--- src/rtl/unary_stream_decoder.sv ---
// Purpose : sums the unary product bits of NUM_LANES lanes over one frame into a saturating binary result.
// Latency : result_valid rises the cycle after the terminating ACCUM cycle (lane_done all high, or MAX_CYCLES reached).
// Backpr. : result/overflow/timeout hold in HOLD until result_ready; start is only honoured in IDLE or with result_ready in HOLD.
//
// Ports:
//   clk, reset        - single clock, synchronous active-high reset
//   start             - begin a frame (lanes in the start cycle are not summed)
//   lanes, lane_done  - per-lane unary bit and done level, sampled only in ACCUM
//   result_ready      - downstream consumes the held result
//   busy              - frame is accumulating
//   result_valid      - result holds a completed frame sum
//   result            - running (ACCUM) or final (HOLD) sum
//   overflow          - sticky saturation flag for the current frame
//   timeout           - frame ended by the cycle limit rather than lane_done
module unary_stream_decoder #(
    parameter int NUM_LANES  = 16,
    parameter int ACC_W      = 16,
    parameter int MAX_CYCLES = 256
) (
    input  logic                 clk,
    input  logic                 reset,
    input  logic                 start,
    input  logic [NUM_LANES-1:0] lanes,
    input  logic [NUM_LANES-1:0] lane_done,
    input  logic                 result_ready,
    output logic                 busy,
    output logic                 result_valid,
    output logic [ACC_W-1:0]     result,
    output logic                 overflow,
    output logic                 timeout
);

    localparam int PC_W  = $clog2(NUM_LANES + 1);
    localparam int CNT_W = $clog2(MAX_CYCLES + 1);
    localparam logic [CNT_W-1:0] LAST_CYC = CNT_W'(MAX_CYCLES - 1);

    typedef enum logic [1:0] {
        IDLE  = 2'd0,
        ACCUM = 2'd1,
        HOLD  = 2'd2
    } state_t;

    state_t             state_q, state_d;
    logic [ACC_W-1:0]   acc_q, acc_d;
    logic [CNT_W-1:0]   cnt_q, cnt_d;
    logic               ovf_q, ovf_d;
    logic               to_q, to_d;
    logic               busy_q, busy_d;
    logic               valid_q, valid_d;

    logic [PC_W-1:0]    pop;
    logic [ACC_W:0]     sum_ext;

    // Population count of the current lane bits.
    always_comb begin
        pop = '0;
        for (int i = 0; i < NUM_LANES; i++) begin
            pop = pop + PC_W'(lanes[i]);
        end
    end

    // One extra bit catches any carry past the accumulator maximum.
    assign sum_ext = {1'b0, acc_q} + (ACC_W + 1)'(pop);

    always_comb begin
        state_d = state_q;
        acc_d   = acc_q;
        cnt_d   = cnt_q;
        ovf_d   = ovf_q;
        to_d    = to_q;

        unique case (state_q)
            IDLE: begin
                if (start) begin
                    state_d = ACCUM;
                    acc_d   = '0;
                    cnt_d   = '0;
                    ovf_d   = 1'b0;
                    to_d    = 1'b0;
                end
            end
            ACCUM: begin
                if (sum_ext[ACC_W]) begin
                    acc_d = '1;
                    ovf_d = 1'b1;
                end else begin
                    acc_d = sum_ext[ACC_W-1:0];
                end
                cnt_d = cnt_q + 1'b1;
                // lane_done takes precedence when it coincides with the limit cycle.
                if (&lane_done) begin
                    state_d = HOLD;
                    to_d    = 1'b0;
                end else if (cnt_q == LAST_CYC) begin
                    state_d = HOLD;
                    to_d    = 1'b1;
                end
            end
            HOLD: begin
                if (result_ready) begin
                    if (start) begin
                        state_d = ACCUM;
                        acc_d   = '0;
                        cnt_d   = '0;
                        ovf_d   = 1'b0;
                        to_d    = 1'b0;
                    end else begin
                        state_d = IDLE;
                    end
                end
            end
            default: begin
                state_d = IDLE;
            end
        endcase

        busy_d  = (state_d == ACCUM);
        valid_d = (state_d == HOLD);
    end

    always_ff @(posedge clk) begin
        if (reset) begin
            state_q <= IDLE;
            acc_q   <= '0;
            cnt_q   <= '0;
            ovf_q   <= 1'b0;
            to_q    <= 1'b0;
            busy_q  <= 1'b0;
            valid_q <= 1'b0;
        end else begin
            state_q <= state_d;
            acc_q   <= acc_d;
            cnt_q   <= cnt_d;
            ovf_q   <= ovf_d;
            to_q    <= to_d;
            busy_q  <= busy_d;
            valid_q <= valid_d;
        end
    end

    assign busy         = busy_q;
    assign result_valid = valid_q;
    assign result       = acc_q;
    assign overflow     = ovf_q;
    assign timeout      = to_q;

endmodule

--- config.mk ---
export PLATFORM = sky130hd
export DESIGN_NAME = unary_stream_decoder
export DESIGN_NICKNAME = d
export VERILOG_FILES = /design/src/rtl/unary_stream_decoder.sv
export SDC_FILE = /design/constraint.sdc
export NUM_CORES = 1
export LEC_CHECK = 0
export BUFFER_PORTS_ARGS = -buffer_cell sky130_fd_sc_hd__buf_2
export CAP_MARGIN = 20
export CORE_ASPECT_RATIO = 0.5
export CORE_MARGIN = 8
export CORE_UTILIZATION = 35
export CTS_CLUSTER_SIZE = 10
export DETAILED_ROUTE_END_ITERATION = 8
export GPL_TIMING_DRIVEN = 1
export MAX_ROUTING_LAYER = met4
export REMOVE_ABC_BUFFERS = 1
export SLEW_MARGIN = 20
export SYNTH_ARGS = -nofsm -noshare
export SYNTH_HDL_FRONTEND = slang
export SYNTH_SLANG_ARGS = --single-unit
export TNS_END_PERCENT = 5
--- constraint.sdc ---
create_clock -name clk -period 9.5 [get_ports clk]
set_input_delay 1.9 -clock clk [delete_from_list [all_inputs] [get_ports clk]]
set_output_delay 1.9 -clock clk [all_outputs]
set_load 0.02 [all_outputs]
==> results of run 1 <==
metal layers:
metal	up-vias	track usage	share of wire
met3	2	0.02245	0.019
met5	-	-	0
met1	868	0.1487	0.45
met2	36	0.2199	0.52
li1	935	-	-
met4	0	0.04768	0.0066
critical path, delay by kind of cell:
kind / cells / cell delay (ns)
buf+inv: 3 / 0.22
fa+ha+maj: 6 / 2.60
simple gates: 1 / 0.44
compound gates: 4 / 1.18
cells by family after synthesis:
kind of cell | after synthesis
AO/OA/AOI/OAI | 64
XOR/XNOR | 8
adder cells (fa/ha/maj) | 22
buffers and inverters | 39
flip-flops | 31
AND/OR/NAND/NOR | 71
where the power goes:
| part | internal, mW | leakage (nW) | total [mW] | switching, mW |
|---|---|---|---|---|
| logic | 0.0953 | 0.797 | 0.217 | 0.122 |
| clock network | 0.102 | 0.0727 | 0.156 | 0.0541 |
| registers | 0.137 | 0.251 | 0.144 | 0.00678 |
| total | 0.335 | 1.12 | 0.517 | 0.182 |
per-stage QoR:
step / hold slack [ns] / cell area, µm² / util / std cells
finish: 0.4879 / 2506 / 0.4525 / 361
global route: 0.5352 / 2506 / 0.4525 / 361
CTS: 0.4845 / 2500 / 0.4513 / 361
detailed placement: 0.4735 / 2356 / 0.4253 / 354
global placement: 0.4560 / 2356 / 0.4253 / 354
floorplan: 0.4544 / 1989 / - / 226
final cells by class:
cell class	instances	area, µm²	area share
clock buffer	6	138.9	0.05542
clock inverter	1	5.005	0.001997
inverter	30	112.6	0.04493
multi-input combinational	165	1262	0.5037
sequential	31	620.6	0.2476
tap	73	91.34	0.03645
timing repair buffer	55	275.3	0.1098
cells in the mapped netlist, types with 2 or more instances:
cell,count
o21ai_1,2
nand4_1,7
a21o_1,4
clkbuf_1,6
o41ai_1,2
ha_1,10
nand2b_1,4
a31oi_1,3
a311oi_2,2
a21oi_1,18
o31a_2,3
o311ai_0,2
o21a_1,5
or3_1,3
inv_1,30
nor2_1,22
a32o_1,2
nor2b_1,2
xor2_1,4
nand2_1,11
nand3_1,6
o22ai_1,3
xnor2_1,4
a22o_1,2
fa_1,12
dfxtp_1,31
nor3_1,5
o21ai_0,6
worst paths after layout:
kind | startpoint | endpoint | slack (ns)
max | lanes[0] | result[3] | 3.31
min | timeout | timeout | 0.49
max reg2reg | result[0] | result[3] | 5.14
min reg2reg | timeout | timeout | 0.49
state kept, by name, summed over array words and instances, names as in the netlist:
register,cells
result_valid,1
state_q,2
result,16
overflow,1
busy,1
cnt_q,9
timeout,1
==> impl_summary.log, run 1 <==
INFO  metric cts-buffers-inserted = 5
INFO  metric drt_pass1_iterations = 4
INFO  metric area_growth = 23.34%
INFO  metric effective_utilization_at_floorplan = 0.3668
INFO  metric drv.max_cap_violation_count = 0
INFO  metric timing.critical_path.slowest_cell_delay = 0.52 ns
INFO  metric synth_cell_types = 52
INFO  metric netlist_top_cells_area = dfxtp_1 31%, fa_1 12%, ha_1 6.2%
INFO  metric cp_cell_sequence = buf_2 -> fa_1 -> inv_1 -> fa_1 -> fa_1 -> fa_1 -> fa_1 -> inv_1 -> fa_1 -> a211o_1 -> a21oi_1 -> or2_1 -> o21ai_0 -> a22o_1
INFO  metric clock.fmax = 0.1614 GHz
INFO  metric clock_insertion_delay_worst_skew = 0.27 ns
INFO  metric grt_max_degree = 22
INFO  metric clockRootBuffer = clkbuf_16
INFO  metric synth_top_family_by_area = compound AO/OA/AOI/OAI gates
INFO  metric layout.cells.most_common_list = 55 x buf_2, 31 x dfxtp_1, 30 x inv_1, 22 x nor2_1, 18 x a21oi_1
INFO  metric ctsResizeCount = 0
INFO  metric core.rowCount = 19
INFO  metric track_usage = 0.1291
INFO  metric synthSimpleGateAreaFrac = 0.1798
INFO  metric fillers = 552
INFO  metric wire_length_of_the_first_global_routing_pass = 8.935 mm
INFO  metric start_kind = primary input
INFO  metric min_period = 6.195 ns
INFO  metric cts.sinks = 31
INFO  metric setup_ws = 3.305 ns
INFO  metric crit_required = 9.66 ns
INFO  metric slew_violations = 0
INFO  metric report.final.hold_viol_count = 0
INFO  metric cp_data_arrival_time = 6.35 ns
INFO  metric dieArea = 8647 µm²
INFO  metric synth_adder_area_share = 0.1798
INFO  metric leakagePower = 1.121 nW
INFO  metric critPathKind = primary input to flop
INFO  metric outcome = finished, final reports clean
INFO  metric grt_setup_unrepaired = false
INFO  metric postCtsSetupRepairBufs = 0
INFO  metric ant_nets = 0
INFO  metric worst-path-max-fanout = 10
INFO  metric die_w = 123.8 µm
INFO  metric cts_buffer_depth = 2
INFO  metric first_global_vias = 1996
INFO  metric setup_viol = 0
INFO  metric finalSetupTns = 0 ns
INFO  metric mostFrequentLayoutCell = buf_2
INFO  metric critical_path.slowest_cell = fa_1
INFO  metric cts-hold-fix-buffers = 0
INFO  metric fraction_of_registers_with_async_set_reset = 0
INFO  metric slew-limit-headroom = 0.4585
INFO  metric cts.htree.levels = 2
INFO  metric syn_area_per_cell = 8.647 µm²
INFO  metric worst_clock_skew = 0.002761 ns
INFO  metric post_synth_xor_area_fraction = 0.03448
INFO  metric dpl_worst_slack = 3.025 ns
INFO  metric finish.net_count = 346
INFO  metric critical-path-top-cell-by-count = fa_1
INFO  metric dpl.hpwl = 4.135 mm
INFO  metric drt_first_iter_violations = 64
INFO  metric die_y = 69.88 µm
INFO  metric synth_enable_flop_cells = 0
INFO  metric routedWlPerCell = 14.35 µm
INFO  metric cellPowerDensity = 206.3 nW/µm²
INFO  metric layout_worst_path_cycle_share = 0.6521
INFO  metric core_area = 5539 µm²
INFO  metric routabilityCongestion = 0.8287
INFO  metric tightest_slew = 0.8106 ns
INFO  metric aggregate_routed_wire_length = 5.179 mm
INFO  metric syn-instance-count = 235
INFO  metric cts_tree = yes
INFO  metric hold_depth = 2
INFO  metric post_synth_instance_area = 2032 µm²
INFO  metric synthDominantAreaCellType = dfxtp_1
INFO  metric io_pins = 56
INFO  metric remaining_drc_errors = 0
INFO  metric cp-end-kind = flop
INFO  metric reg2regPathDepth = 12
INFO  metric fin_total_pwr = 517.1 µW
INFO  metric synth.ff_latch_count = 31
INFO  metric clk_pin_slew_worst_paths = 0.05 ns
INFO  metric number_of_antenna_violations_at_the_first_check_in_global_routing = 0
INFO  metric viasPerCell = 5.100
INFO  metric worstHoldPathType = flop to flop
INFO  metric synth-compound-area-share = 0.2241
INFO  metric overflow = 0
INFO  metric yosys_warnings = 0
INFO  metric synth-main-ff-cell = dfxtp_1
INFO  metric ir_drop = 0.0001102 V
INFO  metric number_of_diodes_added_for_antenna_fixing = 0
INFO  metric num_vias = 1841
INFO  metric final_layout_size_suffix_gt1_frac = 0.2604
INFO  metric synth.yosys.seq_area_share = 0.3054
INFO  metric yosys.area.top_type_share = 0.3054
INFO  metric port_buffers = 55
INFO  metric multiplexer_area_fraction_after_synthesis = 0
Note: power is estimated with default switching activity, not from simulation.
==> inputs of run 2 (changes only) <==
ABC_AREA = 1   (was not set)
clock period = 5.8 ns   (was 9.5 ns; I/O delays follow)
==> run 2 against run 1 <==
Effect of this change: via count grew 14%; cell count grew 32%; sequential power grew 66%; utilization is essentially flat; clock skew grew 0.0031 ns; sequential cell count is the same; wire length grew 3.8%; critical endpoint is now result[11]; largest cell class unchanged; highest routed layer unchanged.
==> impl_summary.log, run 2 <==
INFO  metric final_layout_size_suffix_gt1_frac = 0.2191 (-0.04134)
INFO  metric io_pins = 56 (unchanged)
INFO  metric yosys_warnings = 0 (unchanged)
INFO  metric number_of_antenna_violations_at_the_first_check_in_global_routing = 0 (unchanged)
INFO  metric clock_insertion_delay_worst_skew = 0.28 ns (about the same)
INFO  metric multiInputGateArea = 1371 µm² (+8.6%)
INFO  metric synth_cell_types = 31 (-40%)
INFO  metric drt_pass1_iterations = 4 (unchanged)
INFO  metric clockPowerShare = 0.307 (+0.005)
INFO  metric ant_nets = 0 (unchanged)
INFO  metric yosys.area.top_type_share = 0.2710 (-0.03438)
INFO  metric timing.critical_path.slowest_cell_delay = 0.53 ns (about the same)
INFO  metric synth-main-ff-cell = dfxtp_1
INFO  metric reg2reg_setup_slack = 2.17 ns (-2.97 ns)
INFO  metric cp_data_arrival_time = 4.94 ns (-1.41 ns)
INFO  metric cts-hold-fix-buffers = 0 (unchanged)
INFO  metric port_buffers = 55 (unchanged)
INFO  metric ir_drop = 0.0001558 V (+41%)
INFO  metric cts-buffers-inserted = 5 (unchanged)
INFO  metric slew-limit-headroom = 0.5938 (+0.1353)
INFO  metric post_synth_instance_area = 2290 µm² (+13%)
INFO  metric synth.ff_latch_count = 31 (unchanged)
INFO  metric remaining_drc_errors = 0 (unchanged)
INFO  metric post_layout_nonfiller_instances = 476 (+32%)
INFO  metric layout_worst_path_cycle_share = 0.8156
INFO  metric synthDominantAreaCellType = dfxtp_1
INFO  metric flip_flop_count_of_the_largest_register_all_copies_and_words_added = 16 (unchanged)
INFO  metric fraction_of_registers_with_async_set_reset = 0 (unchanged)
INFO  metric track_usage = 0.1220 (-0.007121)
INFO  metric comb_power_share = 0.456 (+0.037)
INFO  metric core.rowCount = 20 (+1)
INFO  metric worst_hold_slack = 0.4581 ns (-0.02982 ns)
INFO  metric first_global_vias = 1994 (-0.10%)
INFO  metric grt_max_degree = 27 (+23%)
INFO  metric power.share.sequential = 0.237 (-0.042)
INFO  metric cts.htree.levels = 2 (unchanged)
INFO  metric layout.cell_area.non_filler = 2810 µm² (+12%)
INFO  metric dieArea = 9544 µm² (+10%)
INFO  metric cts_buffer_depth = 2 (unchanged)
INFO  metric drt_first_iter_violations = 116 (+81%)
INFO  metric area_growth = 22.73%
INFO  metric critical_path.slowest_cell = fa_1
INFO  metric die_y = 73.20 µm (+4.8%)
INFO  metric yosys.cell_count.top_type = nand2_1
INFO  metric clock.fmax = 0.2114 GHz
INFO  metric power_switching_share = 0.3859 (+0.03313)
INFO  metric crit_required = 6.01 ns (-3.65 ns)
INFO  metric cellPowerDensity = 359.9 nW/µm² (+74%)
INFO  metric critical-path-top-cell-by-count = fa_1
INFO  metric ctsResizeCount = 0 (unchanged)
INFO  metric layout.cells.most_common_list = 88 x nand2_1, 65 x inv_1, 55 x buf_2, 31 x dfxtp_1, 28 x nor2_1
INFO  metric core_area = 6206 µm² (+12%)
INFO  metric routedWlPerCell = 11.30 µm (-21%)
INFO  metric syn_area_per_cell = 6.918 µm² (-20%)
INFO  metric drv.max_cap_violation_count = 0 (unchanged)
INFO  metric slew_violations = 0 (unchanged)
INFO  metric overflow = 0 (unchanged)
INFO  metric leakagePower = 1.361 nW (+21%)
INFO  metric finished_core_util = 0.4528 (about the same)
INFO  metric grt_setup_unrepaired = false
INFO  metric post-place-cells = 468 (+32%)
INFO  metric finalSetupTns = 0 ns (unchanged)
INFO  metric placement.cell_area = 2636 µm² (+12%)
INFO  metric clockRootBuffer = clkbuf_16
INFO  metric viasPerCell = 4.399 (-14%)
INFO  metric setup_viol = 0 (unchanged)
INFO  metric path_buf_inv = 3 (unchanged)
INFO  metric net-switching-power = 390.3 µW (+110%)
INFO  metric critPathKind = primary input to flop
INFO  metric outcome = finished, final reports clean
INFO  metric cp_cell_sequence = buf_2 -> fa_1 -> inv_1 -> fa_1 -> fa_1 -> fa_1 -> fa_1 -> inv_1 -> fa_1 -> nand2_1 -> nand2_1 -> nand3_2 -> nand2_4 -> nand3_4 -> nand3_1 -> nand2_1 -> a21oi_1
INFO  metric worstHoldPathType = flop to flop
INFO  metric ys_top_cells_by_count = 88 x nand2_1, 65 x inv_1, 31 x dfxtp_1
INFO  metric synth_enable_flop_cells = 0 (unchanged)
INFO  metric worst_clock_skew = 0.005833 ns (+0.003072 ns)
INFO  metric min_period = 4.731 ns
INFO  metric p_int = 621.1 µW (+86%)
INFO  metric routabilityCongestion = 0.8256 (-0.37%)
INFO  metric netlist_top_cells_area = dfxtp_1 27%, nand2_1 14%, inv_1 11%
INFO  metric num_vias = 2094 (+14%)
INFO  metric area.sequential = 620.6 µm² (unchanged)
INFO  metric report.final.hold_viol_count = 0 (unchanged)
INFO  metric worst-path-max-fanout = 16 (+6)
INFO  metric clk_pin_slew_worst_paths = 0.06 ns (about the same)
INFO  metric number_of_diodes_added_for_antenna_fixing = 0 (unchanged)
INFO  metric effective_utilization_at_floorplan = 0.3690 (+0.002112)
INFO  metric syn-instance-count = 331 (+41%)
INFO  metric aggregate_routed_wire_length = 5.378 mm (+3.8%)
INFO  metric cts_tree = yes
INFO  metric cts.sinks = 31 (unchanged)
INFO  metric tightest_slew = 0.6093 ns (-0.2013 ns)
INFO  metric dpl.hpwl = 4.088 mm (-1.1%)
INFO  metric setup_ws = 1.069 ns (-2.236 ns)
INFO  metric fin_total_pwr = 1.011 mW (+96%)
INFO  metric mostFrequentLayoutCell = nand2_1
INFO  metric wire_length_of_the_first_global_routing_pass = 9.135 mm (+2.2%)
INFO  metric postCtsSetupRepairBufs = 0 (unchanged)
INFO  metric path_delay_family = adder cells
INFO  metric cp-end-kind = flop
INFO  metric start_kind = primary input
INFO  metric die_w = 130.4 µm (+5.4%)
INFO  metric synth.yosys.seq_area_share = 0.2710 (-0.03438)
INFO  metric dpl_worst_slack = 0.7893 ns (-2.236 ns)
INFO  metric fillers = 663 (+20%)
INFO  metric finish.net_count = 445 (+29%)
[run 2: worst reg2reg max path: cells and delay by family, from the launching register on]
kind            cells  cell delay, ns
flops               1            0.36
compound gates      1            0.12
simple gates        7            0.86
buf+inv             2            0.19
fa+ha+maj           5            2.03
[run 2: worst paths after layout]
check / from / to / cells past startpoint
worst max-delay path: lanes[0] / result[11] / 17
worst min-delay path: cnt_q[8] / cnt_q[8] / 2
worst max register to register: result[0] / result[11] / 15
worst min register to register: cnt_q[8] / cnt_q[8] / 2
[run 2: routing by layer]
metal	track usage	share of wire	vias up
li1	-	-	1137
met1	0.1580	0.52	897
met2	0.1784	0.40	56
met3	0.02988	0.074	4
met4	0.04918	0.011	0
met5	-	0	-
[run 2: final cells by class]
cell class | instances | share of cell area
Tap cell | 88 | 0.03918
Sequential cell | 31 | 0.2208
Clock buffer | 6 | 0.04942
Clock inverter | 2 | 0.01247
Multi-Input combinational cell | 227 | 0.4880
Timing Repair Buffer | 57 | 0.1033
Inverter | 65 | 0.08682
[run 2: power groups by stage]
stage / Combinational [mW] / Clock [mW] / Sequential, mW
after global placement: 0.463 / 0 / 0.243
after global routing: 0.557 / 0.324 / 0.241
after detailed placement: 0.468 / 0 / 0.243
after floorplan: 0.350 / 0 / 0.258
final: 0.461 / 0.311 / 0.239
after CTS: 0.469 / 0.318 / 0.239
[run 2: cell families after synthesis]
logic type,share of synthesized area
xor+xnor,0.01912
flops,0.2710
fa+ha+maj,0.1596
simple gates,0.3044
buf+inv,0.1301
compound gates,0.1158
==> inputs of run 3 (changes only) <==
clock period = 4.45 ns   (was 5.8 ns; I/O delays follow)
==> run 3 against run 2 <==
Effect of this change: die area is the same; register-to-register slack lost 1.2 ns; worst hold slack is essentially flat; setup slack lost 0.90 ns; critical path depth is the same; non-clock buffer count grew 4; design area grew 2.1%; cell count grew 1.1%; utilization grew 0.97 points; critical endpoint unchanged; largest power group unchanged; highest routed layer unchanged.
==> impl_summary.log, run 3 (synthesized netlist as in run 2, its figures left out) <==
INFO  metric number_of_diodes_added_for_antenna_fixing = 0 (unchanged)
INFO  metric clock.fmax = 0.2338 GHz
INFO  metric critical_path.slowest_cell = fa_1
INFO  metric outcome = finished, final reports clean
INFO  metric clk_pin_slew_worst_paths = 0.06 ns (about the same)
INFO  metric mostFrequentLayoutCell = nand2_1
INFO  metric layout.cells.most_common_list = 86 x nand2_1, 64 x inv_1, 55 x buf_2, 31 x dfxtp_1, 28 x nor2_1
INFO  metric drt_pass1_iterations = 4 (unchanged)
INFO  metric worstHoldPathType = flop to flop
INFO  metric ir_drop = 0.0001910 V (+23%)
INFO  metric layout_worst_path_cycle_share = 0.9610
INFO  metric worst-path-max-fanout = 8 (-8)
INFO  metric cts-hold-fix-buffers = 0 (unchanged)
INFO  metric layout.cell_area.non_filler = 2870 µm² (+2.1%)
INFO  metric setup_viol = 0 (unchanged)
INFO  metric worst_clock_skew = 0.006218 ns (+0.0003852 ns)
INFO  metric drt_first_iter_violations = 111 (-4.3%)
INFO  metric critPathKind = primary input to flop
INFO  metric area_growth = 25.36%
INFO  metric routedWlPerCell = 11.20 µm (-0.89%)
INFO  metric crit_required = 4.65 ns (-1.36 ns)
INFO  metric cellPowerDensity = 483.2 nW/µm² (+34%)
INFO  metric grt_max_degree = 27 (unchanged)
INFO  metric worst_hold_slack = 0.4580 ns (-0.0001080 ns)
INFO  metric dpl_worst_slack = -0.2591 ns (-1.048 ns)
INFO  metric grt_setup_unrepaired = false
INFO  metric cp_data_arrival_time = 4.48 ns (-0.46 ns)
INFO  metric routabilityCongestion = 0.7911 (-4.2%)
INFO  metric drv.max_cap_violation_count = 0 (unchanged)
INFO  metric area.sequential = 620.6 µm² (unchanged)
INFO  metric dieArea = 9544 µm² (unchanged)
INFO  metric remaining_drc_errors = 0 (unchanged)
INFO  metric overflow = 0 (unchanged)
INFO  metric cp-end-kind = flop
INFO  metric finished_core_util = 0.4625 (+0.009677)
INFO  metric clockRootBuffer = clkbuf_16
INFO  metric cts_tree = yes
INFO  metric tightest_slew = 0.5879 ns (-0.02137 ns)
INFO  metric fin_total_pwr = 1.387 mW (+37%)
INFO  metric slew_violations = 0 (unchanged)
INFO  metric cts_buffer_depth = 2 (unchanged)
INFO  metric clock_insertion_delay_worst_skew = 0.28 ns (about the same)
INFO  metric io_pins = 56 (unchanged)
INFO  metric setup_ws = 0.1735 ns (-0.8958 ns)
INFO  metric num_vias = 2148 (+2.6%)
INFO  metric cts-buffers-inserted = 5 (unchanged)
INFO  metric multiInputGateArea = 1401 µm² (+2.2%)
INFO  metric min_period = 4.276 ns
INFO  metric cts.sinks = 31 (unchanged)
INFO  metric path_delay_family = adder cells
INFO  metric effective_utilization_at_floorplan = 0.3690 (unchanged)
INFO  metric path_buf_inv = 3 (unchanged)
INFO  metric core_area = 6206 µm² (unchanged)
INFO  metric start_kind = primary input
INFO  metric aggregate_routed_wire_length = 5.386 mm (+0.15%)
INFO  metric wire_length_of_the_first_global_routing_pass = 9.087 mm (-0.53%)
INFO  metric report.final.hold_viol_count = 0 (unchanged)
INFO  metric ant_nets = 0 (unchanged)
INFO  metric dpl.hpwl = 4.080 mm (-0.20%)
INFO  metric viasPerCell = 4.466 (+1.5%)
INFO  metric final_layout_size_suffix_gt1_frac = 0.2417 (+0.02266)
INFO  metric slew-limit-headroom = 0.6080 (+0.01424)
INFO  metric number_of_antenna_violations_at_the_first_check_in_global_routing = 0 (unchanged)
INFO  metric first_global_vias = 2001 (+0.35%)
INFO  metric port_buffers = 55 (unchanged)
INFO  metric leakagePower = 1.385 nW (+1.8%)
INFO  metric fillers = 659 (-0.60%)
INFO  metric track_usage = 0.1215 (-0.0005352)
INFO  metric critical-path-top-cell-by-count = fa_1
INFO  metric placement.cell_area = 2659 µm² (+0.85%)
INFO  metric die_w = 130.4 µm (unchanged)
INFO  metric die_y = 73.20 µm (unchanged)
INFO  metric flip_flop_count_of_the_largest_register_all_copies_and_words_added = 16 (unchanged)
INFO  metric cts.htree.levels = 2 (unchanged)
INFO  metric timing.critical_path.slowest_cell_delay = 0.53 ns (about the same)
INFO  metric core.rowCount = 20 (unchanged)
INFO  metric cp_cell_sequence = buf_2 -> fa_1 -> inv_1 -> fa_1 -> fa_1 -> fa_1 -> fa_1 -> inv_2 -> fa_2 -> nand2_1 -> nand2_2 -> nand3_2 -> nand2_4 -> nand3_4 -> nand3_1 -> nand2_1 -> a21oi_1
INFO  metric finish.net_count = 450 (+1.1%)
run 3: changes by cell type in the layout (fill, tap and decap cells not counted):
cell	previous run	this run
fa_1	12	11
fa_2	0	1
nand2_2	1	3
buf_4	2	6
inv_1	65	64
nand2_1	88	86
nand3_1	23	22
nand3_4	1	2
inv_2	0	1
nand3_2	1	2
run 3: report_power, final:
group          switching, mW  total, mW  internal (mW)  leakage (nW)
Sequential            0.0143      0.312          0.297         0.251
Combinational          0.388      0.672          0.285          1.05
Clock                  0.125      0.403          0.278        0.0868
Total                  0.527       1.39          0.860          1.39
run 3: per-stage QoR:
stage / TNS [ns] / instances
final: 0 / 481
after global routing: 0 / 481
after CTS: 0 / 479
after detailed placement: -3.617 / 471
after global placement: -2.804 / 471
after floorplan: 0 / 323
run 3: what timing repair did:
action                                  4_1_cts  5_1_grt
resized for setup                             0        6
buffers inserted                              0        1
endpoints found under the setup margin        0       17
run 3: tightest hold or removal path, delay by kind of cell, from the launching register on:
kind / cells / cell delay [ns]
DFF: 1 / 0.31
AOI/OAI and AO/OA: 1 / 0.05
and+or+nand+nor: 1 / 0.06
run 3: layout make-up:
class,count,area share
repair buffers,61,0.1116
well taps,88,0.03836
flip-flops and latches,31,0.2162
clock buffers,6,0.04839
inverters,65,0.08500
clock inverters,2,0.01221
multi-input cells,228,0.4882
run 3: layer usage:
layer,part of all wire,routed length (µm),up-vias,global-route usage
li1,-,-,1150,-
met1,0.50,2709,947,0.1464
met4,0.0082,44,0,0.02648
met5,0,0,-,-
met3,0.068,367,5,0.04082
met2,0.42,2265,46,0.1938
run 3: worst paths after layout:
path	from	end	slack, ns	cells past startpoint
setup / recovery	lanes[0]	result[11]	0.17	17
hold / removal	timeout	timeout	0.46	2
setup reg to reg	result[0]	result[11]	0.99	15
hold reg to reg	timeout	timeout	0.46	2
